### src/rtl/pipe_pkg.sv
// pipe_pkg
// Shared definitions for the pipeline-stage registers of the RISC-V core.
// Holds the occupancy state encoding used by every stage register, the
// payload/control widths of each stage boundary, the bit layout of the
// control bundles, and the bubble (no-op) control values each boundary
// presents when it holds no live instruction.
package pipe_pkg;

  // Occupancy of a stage register: nothing, main entry only, or main plus skid.
  typedef enum logic [1:0] {
    ST_EMPTY = 2'd0,
    ST_ONE   = 2'd1,
    ST_TWO   = 2'd2
  } pipe_state_t;

  // ---------------------------------------------------------------------------
  // Control-bundle field layout shared by the ID/EX, EX/MEM and MEM/WB bundles.
  // Later boundaries simply carry fewer of the upper fields, but bit positions
  // are kept identical so a bundle can be narrowed by truncation.
  // ---------------------------------------------------------------------------
  localparam int CTRL_REG_WRITE_BIT = 0;
  localparam int CTRL_MEM_READ_BIT  = 1;
  localparam int CTRL_MEM_WRITE_BIT = 2;
  localparam int CTRL_BRANCH_BIT    = 3;
  localparam int CTRL_JUMP_BIT      = 4;
  localparam int CTRL_ALU_SRC_BIT   = 5;
  localparam int CTRL_ALU_OP_LSB    = 6;
  localparam int CTRL_ALU_OP_W      = 4;
  localparam int CTRL_WB_SEL_LSB    = 10;
  localparam int CTRL_WB_SEL_W      = 2;

  // ALU operation encodings; ADD is the harmless choice for a bubble.
  localparam logic [CTRL_ALU_OP_W-1:0] ALU_OP_ADD = 4'd0;
  localparam logic [CTRL_ALU_OP_W-1:0] ALU_OP_SUB = 4'd1;
  localparam logic [CTRL_ALU_OP_W-1:0] ALU_OP_AND = 4'd2;
  localparam logic [CTRL_ALU_OP_W-1:0] ALU_OP_OR  = 4'd3;

  // Write-back source select; WB_NONE marks a slot that writes nothing back.
  localparam logic [CTRL_WB_SEL_W-1:0] WB_SEL_ALU  = 2'd0;
  localparam logic [CTRL_WB_SEL_W-1:0] WB_SEL_MEM  = 2'd1;
  localparam logic [CTRL_WB_SEL_W-1:0] WB_SEL_PC4  = 2'd2;
  localparam logic [CTRL_WB_SEL_W-1:0] WB_SEL_NONE = 2'd3;

  // ---------------------------------------------------------------------------
  // Per-boundary payload and control widths.
  // IF/ID carries PC and instruction; ID/EX carries PC, two operands,
  // immediate and register addresses; later stages carry progressively less.
  // ---------------------------------------------------------------------------
  localparam int IFID_DATA_W  = 64;
  localparam int IFID_CTRL_W  = 4;
  localparam int IDEX_DATA_W  = 160;
  localparam int IDEX_CTRL_W  = 16;
  localparam int EXMEM_DATA_W = 112;
  localparam int EXMEM_CTRL_W = 12;
  localparam int MEMWB_DATA_W = 72;
  localparam int MEMWB_CTRL_W = 12;

  // ---------------------------------------------------------------------------
  // Bubble control values. A bubble must never write the register file or
  // memory and never redirect fetch, so all enables are zero and the
  // write-back select is the explicit no-op encoding.
  // ---------------------------------------------------------------------------
  localparam logic [IFID_CTRL_W-1:0] IFID_CTRL_BUBBLE = '0;

  localparam logic [IDEX_CTRL_W-1:0] IDEX_CTRL_BUBBLE = {
    4'b0000,       // reserved
    WB_SEL_NONE,   // write-back select
    ALU_OP_ADD,    // ALU operation
    1'b0,          // ALU source
    1'b0,          // jump
    1'b0,          // branch
    1'b0,          // memory write
    1'b0,          // memory read
    1'b0           // register write
  };

  localparam logic [EXMEM_CTRL_W-1:0] EXMEM_CTRL_BUBBLE =
    IDEX_CTRL_BUBBLE[EXMEM_CTRL_W-1:0];

  localparam logic [MEMWB_CTRL_W-1:0] MEMWB_CTRL_BUBBLE =
    IDEX_CTRL_BUBBLE[MEMWB_CTRL_W-1:0];

  // Number of beats held in a given occupancy state.
  function automatic logic [1:0] stateCount(input pipe_state_t st);
    case (st)
      ST_ONE:  return 2'd1;
      ST_TWO:  return 2'd2;
      default: return 2'd0;
    endcase
  endfunction

endpackage

### src/rtl/pipe_stage_skid.sv
// pipe_stage_skid
// Generic pipeline-stage register with a valid/ready handshake and a
// two-entry skid buffer. The main entry drives the outputs directly; the skid
// entry catches the beat upstream sends in the cycle before it observes the
// registered in_ready drop. A synchronous flush empties the stage and shows
// the bubble control value.
//
// Ports:
//   clk        clock, rising edge
//   reset      asynchronous, active-high
//   flush      synchronous kill of all held beats
//   in_valid   upstream beat present
//   in_ready   stage can accept a beat (flop output)
//   in_data    upstream payload, DATA_W bits
//   in_ctrl    upstream control bundle, CTRL_W bits
//   out_valid  out_data/out_ctrl hold a live beat
//   out_ready  downstream accepts the beat
//   out_data   registered payload (0 when empty)
//   out_ctrl   registered control (CTRL_BUBBLE when empty)
//   count      number of held beats, 0..2
module pipe_stage_skid
  import pipe_pkg::*;
#(
  parameter int                DATA_W      = 160,
  parameter int                CTRL_W      = 16,
  parameter logic [CTRL_W-1:0] CTRL_BUBBLE = '0
) (
  input  logic              clk,
  input  logic              reset,
  input  logic              flush,
  input  logic              in_valid,
  output logic              in_ready,
  input  logic [DATA_W-1:0] in_data,
  input  logic [CTRL_W-1:0] in_ctrl,
  output logic              out_valid,
  input  logic              out_ready,
  output logic [DATA_W-1:0] out_data,
  output logic [CTRL_W-1:0] out_ctrl,
  output logic [1:0]        count
);

  pipe_state_t       state;
  pipe_state_t       nextState;

  logic [DATA_W-1:0] mainData;
  logic [CTRL_W-1:0] mainCtrl;
  logic [DATA_W-1:0] skidData;
  logic [CTRL_W-1:0] skidCtrl;

  logic [DATA_W-1:0] nextMainData;
  logic [CTRL_W-1:0] nextMainCtrl;
  logic [DATA_W-1:0] nextSkidData;
  logic [CTRL_W-1:0] nextSkidCtrl;

  logic              inReadyQ;
  logic              outValidQ;
  logic [1:0]        countQ;

  logic              accept;
  logic              deliver;

  // Handshakes seen at the coming edge. Both are qualified by flop outputs,
  // so nothing here feeds back into in_ready combinationally.
  always_comb begin
    accept  = in_valid & inReadyQ;
    deliver = outValidQ & out_ready;
  end

  // Next-state and entry update. Flush wins over every handshake: the stage
  // empties, and a beat accepted in the same cycle is simply never stored.
  // Whenever main becomes empty it is reloaded with the bubble so the
  // outputs never show a stale instruction.
  always_comb begin
    nextState    = state;
    nextMainData = mainData;
    nextMainCtrl = mainCtrl;
    nextSkidData = skidData;
    nextSkidCtrl = skidCtrl;

    if (flush) begin
      nextState    = ST_EMPTY;
      nextMainData = '0;
      nextMainCtrl = CTRL_BUBBLE;
      nextSkidData = '0;
      nextSkidCtrl = CTRL_BUBBLE;
    end else begin
      case (state)
        ST_EMPTY: begin
          if (accept) begin
            nextState    = ST_ONE;
            nextMainData = in_data;
            nextMainCtrl = in_ctrl;
          end
        end

        ST_ONE: begin
          if (accept && deliver) begin
            nextMainData = in_data;
            nextMainCtrl = in_ctrl;
          end else if (accept) begin
            nextState    = ST_TWO;
            nextSkidData = in_data;
            nextSkidCtrl = in_ctrl;
          end else if (deliver) begin
            nextState    = ST_EMPTY;
            nextMainData = '0;
            nextMainCtrl = CTRL_BUBBLE;
          end
        end

        ST_TWO: begin
          // in_ready is low here, so only a delivery can happen.
          if (deliver) begin
            nextState    = ST_ONE;
            nextMainData = skidData;
            nextMainCtrl = skidCtrl;
            nextSkidData = '0;
            nextSkidCtrl = CTRL_BUBBLE;
          end
        end

        default: begin
          nextState    = ST_EMPTY;
          nextMainData = '0;
          nextMainCtrl = CTRL_BUBBLE;
          nextSkidData = '0;
          nextSkidCtrl = CTRL_BUBBLE;
        end
      endcase
    end
  end

  // State register and both entries. The status flags are registered from
  // the next state so in_ready, out_valid and count are pure flop outputs.
  always_ff @(posedge clk or posedge reset) begin
    if (reset) begin
      state     <= ST_EMPTY;
      mainData  <= '0;
      mainCtrl  <= CTRL_BUBBLE;
      skidData  <= '0;
      skidCtrl  <= CTRL_BUBBLE;
      inReadyQ  <= 1'b1;
      outValidQ <= 1'b0;
      countQ    <= 2'd0;
    end else begin
      state     <= nextState;
      mainData  <= nextMainData;
      mainCtrl  <= nextMainCtrl;
      skidData  <= nextSkidData;
      skidCtrl  <= nextSkidCtrl;
      inReadyQ  <= (nextState != ST_TWO);
      outValidQ <= (nextState != ST_EMPTY);
      countQ    <= stateCount(nextState);
    end
  end

  // Outputs come straight from the main entry and the status flops.
  always_comb begin
    in_ready  = inReadyQ;
    out_valid = outValidQ;
    out_data  = mainData;
    out_ctrl  = mainCtrl;
    count     = countQ;
  end

endmodule

### config.mk
export PLATFORM = sky130hd
export DESIGN_NAME = pipe_stage_skid
export DESIGN_NICKNAME = d
export VERILOG_FILES = /design/src/rtl/pipe_pkg.sv /design/src/rtl/pipe_stage_skid.sv
export SDC_FILE = /design/constraint.sdc
export NUM_CORES = 1
export LEC_CHECK = 0
export BUFFER_PORTS_ARGS = -buffer_cell sky130_fd_sc_hd__buf_2
export CORE_ASPECT_RATIO = 1.5
export CORE_UTILIZATION = 50
export CTS_CLUSTER_SIZE = 28
export DETAILED_ROUTE_END_ITERATION = 7
export PLACE_DENSITY = 0.78
export SYNTH_ARGS = -nofsm -noshare
export SYNTH_HDL_FRONTEND = slang
export SYNTH_SLANG_ARGS = --single-unit
### constraint.sdc
create_clock -name clk -period 13.25 [get_ports clk]
set_clock_uncertainty 0.2 [all_clocks]
set_input_delay 3.975 -clock clk [delete_from_list [all_inputs] [get_ports clk]]
set_output_delay 3.975 -clock clk [all_outputs]
set_load 0.01 [all_outputs]
==> reports/results.tsv <==
stage	metric	value	unit
clock_network	clkSinkCount	358	
outcome	outcome	complete, no violations	
finish	nets	2044	
placed_design	place_congestion	0.793	
finish	area_growth	16.6	%
global_routing	track_usage	26.5	%
sta	rsz0062_at_grt	no	
critical_path	criticalPathCategory	in2reg	
clock_network	cts-root-buf	clkbuf_16	
clock_network	cts_resized	0	
floorplan	core-area	36100	um^2
finish	final_layout_size_suffix_gt1_share	23.6	%
route	first_pass_iters	5	
route	remaining_drc_errors	0	
finish	final_area	21400	um^2
synthesis	syn_inst	1602	
critical_path	crit_fanout	52	
critical_path	cpPeakStageDelay	0.82	ns
clock_network	cts_buffer_depth	3	
critical_path	cp.required	13.48	ns
synthesis	async_flop_share	100	%
route	routedWlPerCell	20.9	um
hold_path	holdPathStages	1	
synthesis	synth_nets	1783	
critical_path	cpMaxStageDelayCell	buf_4	
critical_path	critPathTopFamily	buffers and inverters	
clock_network	clk_latency	0.52	ns
synthesis	yosysWarnings	0	
critical_path	r2r_cells	4	
critical_path	cp_cell_sequence	buf_2 -> and2_1 -> nor2_1 -> o22a_4 -> buf_4 -> buf_4 -> mux2i_1	
critical_path	r2r_slack	9.56	ns
route	routed_wl	49700	um
clock_network	hold_buffers	0	
power_and_ir_drop	ir_drop	0.0000842	V
floorplan	floorplan.initialDensity	50.9	%
critical_path	endpoint_kind	flip-flop	
sta	max_freq	0.152	GHz
route	viasPerCell	5.92	
synthesis	avgSynthCellArea	11.5	um^2
route	routed-via-count	14100	
synthesis	synth_top_area_share	48.7	%
placed_design	placed_cells	2302	
floorplan	dieArea	37500	um^2
synthesis	synth_edf_count	0	
floorplan	die_h	237	um
global_routing	grt_pass1_vias	14400	
synthesis	ys_ff_latch	358	
critical_path	arrival	6.81	ns
clock_network	cts_buffers	37	
placed_design	postPlaceCellArea	20100	um^2
synthesis	synth.distinct_cells	26	
sta	min_period	6.58	ns
hold_path	min_path_type	reg2reg	
sta	hold_viol	0	
synthesis	ys_seq_area_share	48.8	%
synthesis	synth_flop_cell	dfrtp_1	
synthesis	syn_area	18400	um^2
critical_path	path_depth	7	
synthesis	synth_top_cell_by_area	dfrtp_1	
route	drt_iter0_drc	902	
sta	fin_tns_setup	0	ns
placed_design	io_buffers	360	
critical_path	critical_path_buf_inv_count	3	
clock_network	htreeDepth	2	
clock_network	cts_tree	built	
clock_network	postCtsSetupRepairBufs	0	
power_and_ir_drop	pwr_density_cell	129	nW/um^2
global_routing	grt_max_degree	189	
floorplan	chipWidth	158	um
floorplan	io-pin-count	361	
critical_path	crit_top_cell	buf_4	
finish	fin_cells	2376	
clock_network	clk_pin_slew	0.06	ns
global_routing	antenna_found_initial	16	
sta	drv_slew	0	
power_and_ir_drop	p_leak	9.48	nW
global_routing	grt_overflow	0	
sta	setup_viol	0	
synthesis	synth_area_leaders	dfrtp_1, mux2i_1, o2bb2ai_1	
run	max_cap_violations	0	
sta	tightest_slew	1.26	ns
power_and_ir_drop	total_power	2.77	mW
global_routing	grt_pass1_wl	78500	um
sta	period_share	49.7	%
route	detail-route-antenna-nets	0	
floorplan	row_count	85	
finish	n_fill_cell	2984	
sta	relSlewSlack	16.0	%
placed_design	place_hpwl	29200	um
critical_path	worst_setup_path_start_kind	input port	
-- power by group --
| part | internal (mW) | switching, mW | total (mW) | leakage (nW) |
|---|---|---|---|---|
| Combinational | 0.195 | 0.289 | 0.484 | 3.95 |
| Sequential | 1.16 | 0.0523 | 1.21 | 4.92 |
| Clock | 0.643 | 0.434 | 1.08 | 0.608 |
-- Yosys cell counts (all sizes together) (4+ instances only) --
master	count
a21oi	4
a22o	176
buf	120
clkbuf	38
dfrtp	357
mux2i	352
nand2	179
nand2b	177
nor2	6
o2bb2ai	177
-- final cells by class --
cell class / instances / area [um^2] / area share, %
Sequential cell: 358 / 8970 / 41.9
Multi-Input combinational cell: 1084 / 8580 / 40.1
Timing Repair Buffer: 380 / 1980 / 9.25
Clock buffer: 57 / 1130 / 5.28
Tap cell: 478 / 598 / 2.79
Clock inverter: 5 / 100 / 0.468
Antenna cell: 12 / 30.0 / 0.140
Inverter: 2 / 11.3 / 0.0526
-- state kept, by name, summed over array words and instances (netlist names) --
signal and cells:
count 2, out_data 160, out_ctrl 16, in_ready 1, state 2, skidCtrl 16
out_valid 1, skidData 160
-- logic make-up (layout without fill, tap and decap cells) --
family	count (synthesis)	count (layout)	synth area share (%)
AND/OR/NAND/NOR	367	367	10.1
AO/OA/AOI/OAI	364	364	17.2
flip-flops	358	358	48.8
multiplexers	352	352	19.2
buffers and inverters	160	444	4.67
XOR/XNOR	1	1	0.0477
other	0	12	0
-- path summary, 6_finish.rpt --
check	start	to
min reg2reg	out_data[42]$_DFFE_PP0P_	out_data[42]$_DFFE_PP0P_
max in group asynchronous	reset	out_data[76]$_DFFE_PP0P_
min	out_data[42]$_DFFE_PP0P_	out_data[42]$_DFFE_PP0P_
max	out_ready	skidCtrl[12]$_DFFE_PP0P_
max reg2reg	state[1]$_DFF_PP0_	skidCtrl[12]$_DFFE_PP0P_
min in group asynchronous	reset	out_data[12]$_DFFE_PP0P_
-- cell usage in the layout, fill, tap and decap left out --
cell,n
o22a_4,1
clkbuf_1,7
a22o_1,176
bufinv_16,3
nor3b_4,1
nor2b_4,1
dfrtp_4,2
a31oi_1,2
nand4b_1,1
a21o_1,1
nand3b_1,1
and2_1,1
clkbuf_16,37
nand2_1,179
nor2_4,3
buf_2,359
xnor2_1,1
a211oi_1,2
clkinvlp_4,1
nand2b_1,177
dfrtp_1,355
buf_4,19
diode_2,12
a21oi_1,4
nor2_1,3
o2bb2ai_1,177
mux2i_1,352
dfstp_2,1
clkbuf_8,13
clkinv_2,2
o22a_1,1
inv_1,1
buf_12,2
-- worst register-to-register path: cells and delay by family (launching register included) --
kind / cells / cell delay (ns)
buffers and inverters: 2 / 1.63
AOI/OAI and AO/OA: 1 / 0.55
muxes: 1 / 0.31
DFF: 1 / 0.92
-- through the flow --
| stage | setup slack [ns] | utilization [%] | hold slack [ns] |
|---|---|---|---|
| floorplan | 4.28 | - | 0.314 |
| global placement | 6.16 | 55.9 | 0.282 |
| global route | 6.50 | 59.4 | 0.310 |
| detailed placement | 6.11 | 55.9 | 0.285 |
| CTS | 6.66 | 59.3 | 0.303 |
| finish | 6.67 | 59.4 | 0.301 |
-- per-layer routing --
metal | wire length, um | up-vias | share of wire, % | global-route usage, %
met2 | 24100 | 495 | 48 | 43.7
met3 | 3140 | 112 | 6.3 | 5.34
met5 | 46 | - | 0.092 | 0
met4 | 2080 | 8 | 4.2 | 12.0
met1 | 20400 | 7086 | 41 | 33.1
li1 | - | 6372 | - | -
No activity file was read; power rests on OpenSTA's default activity.
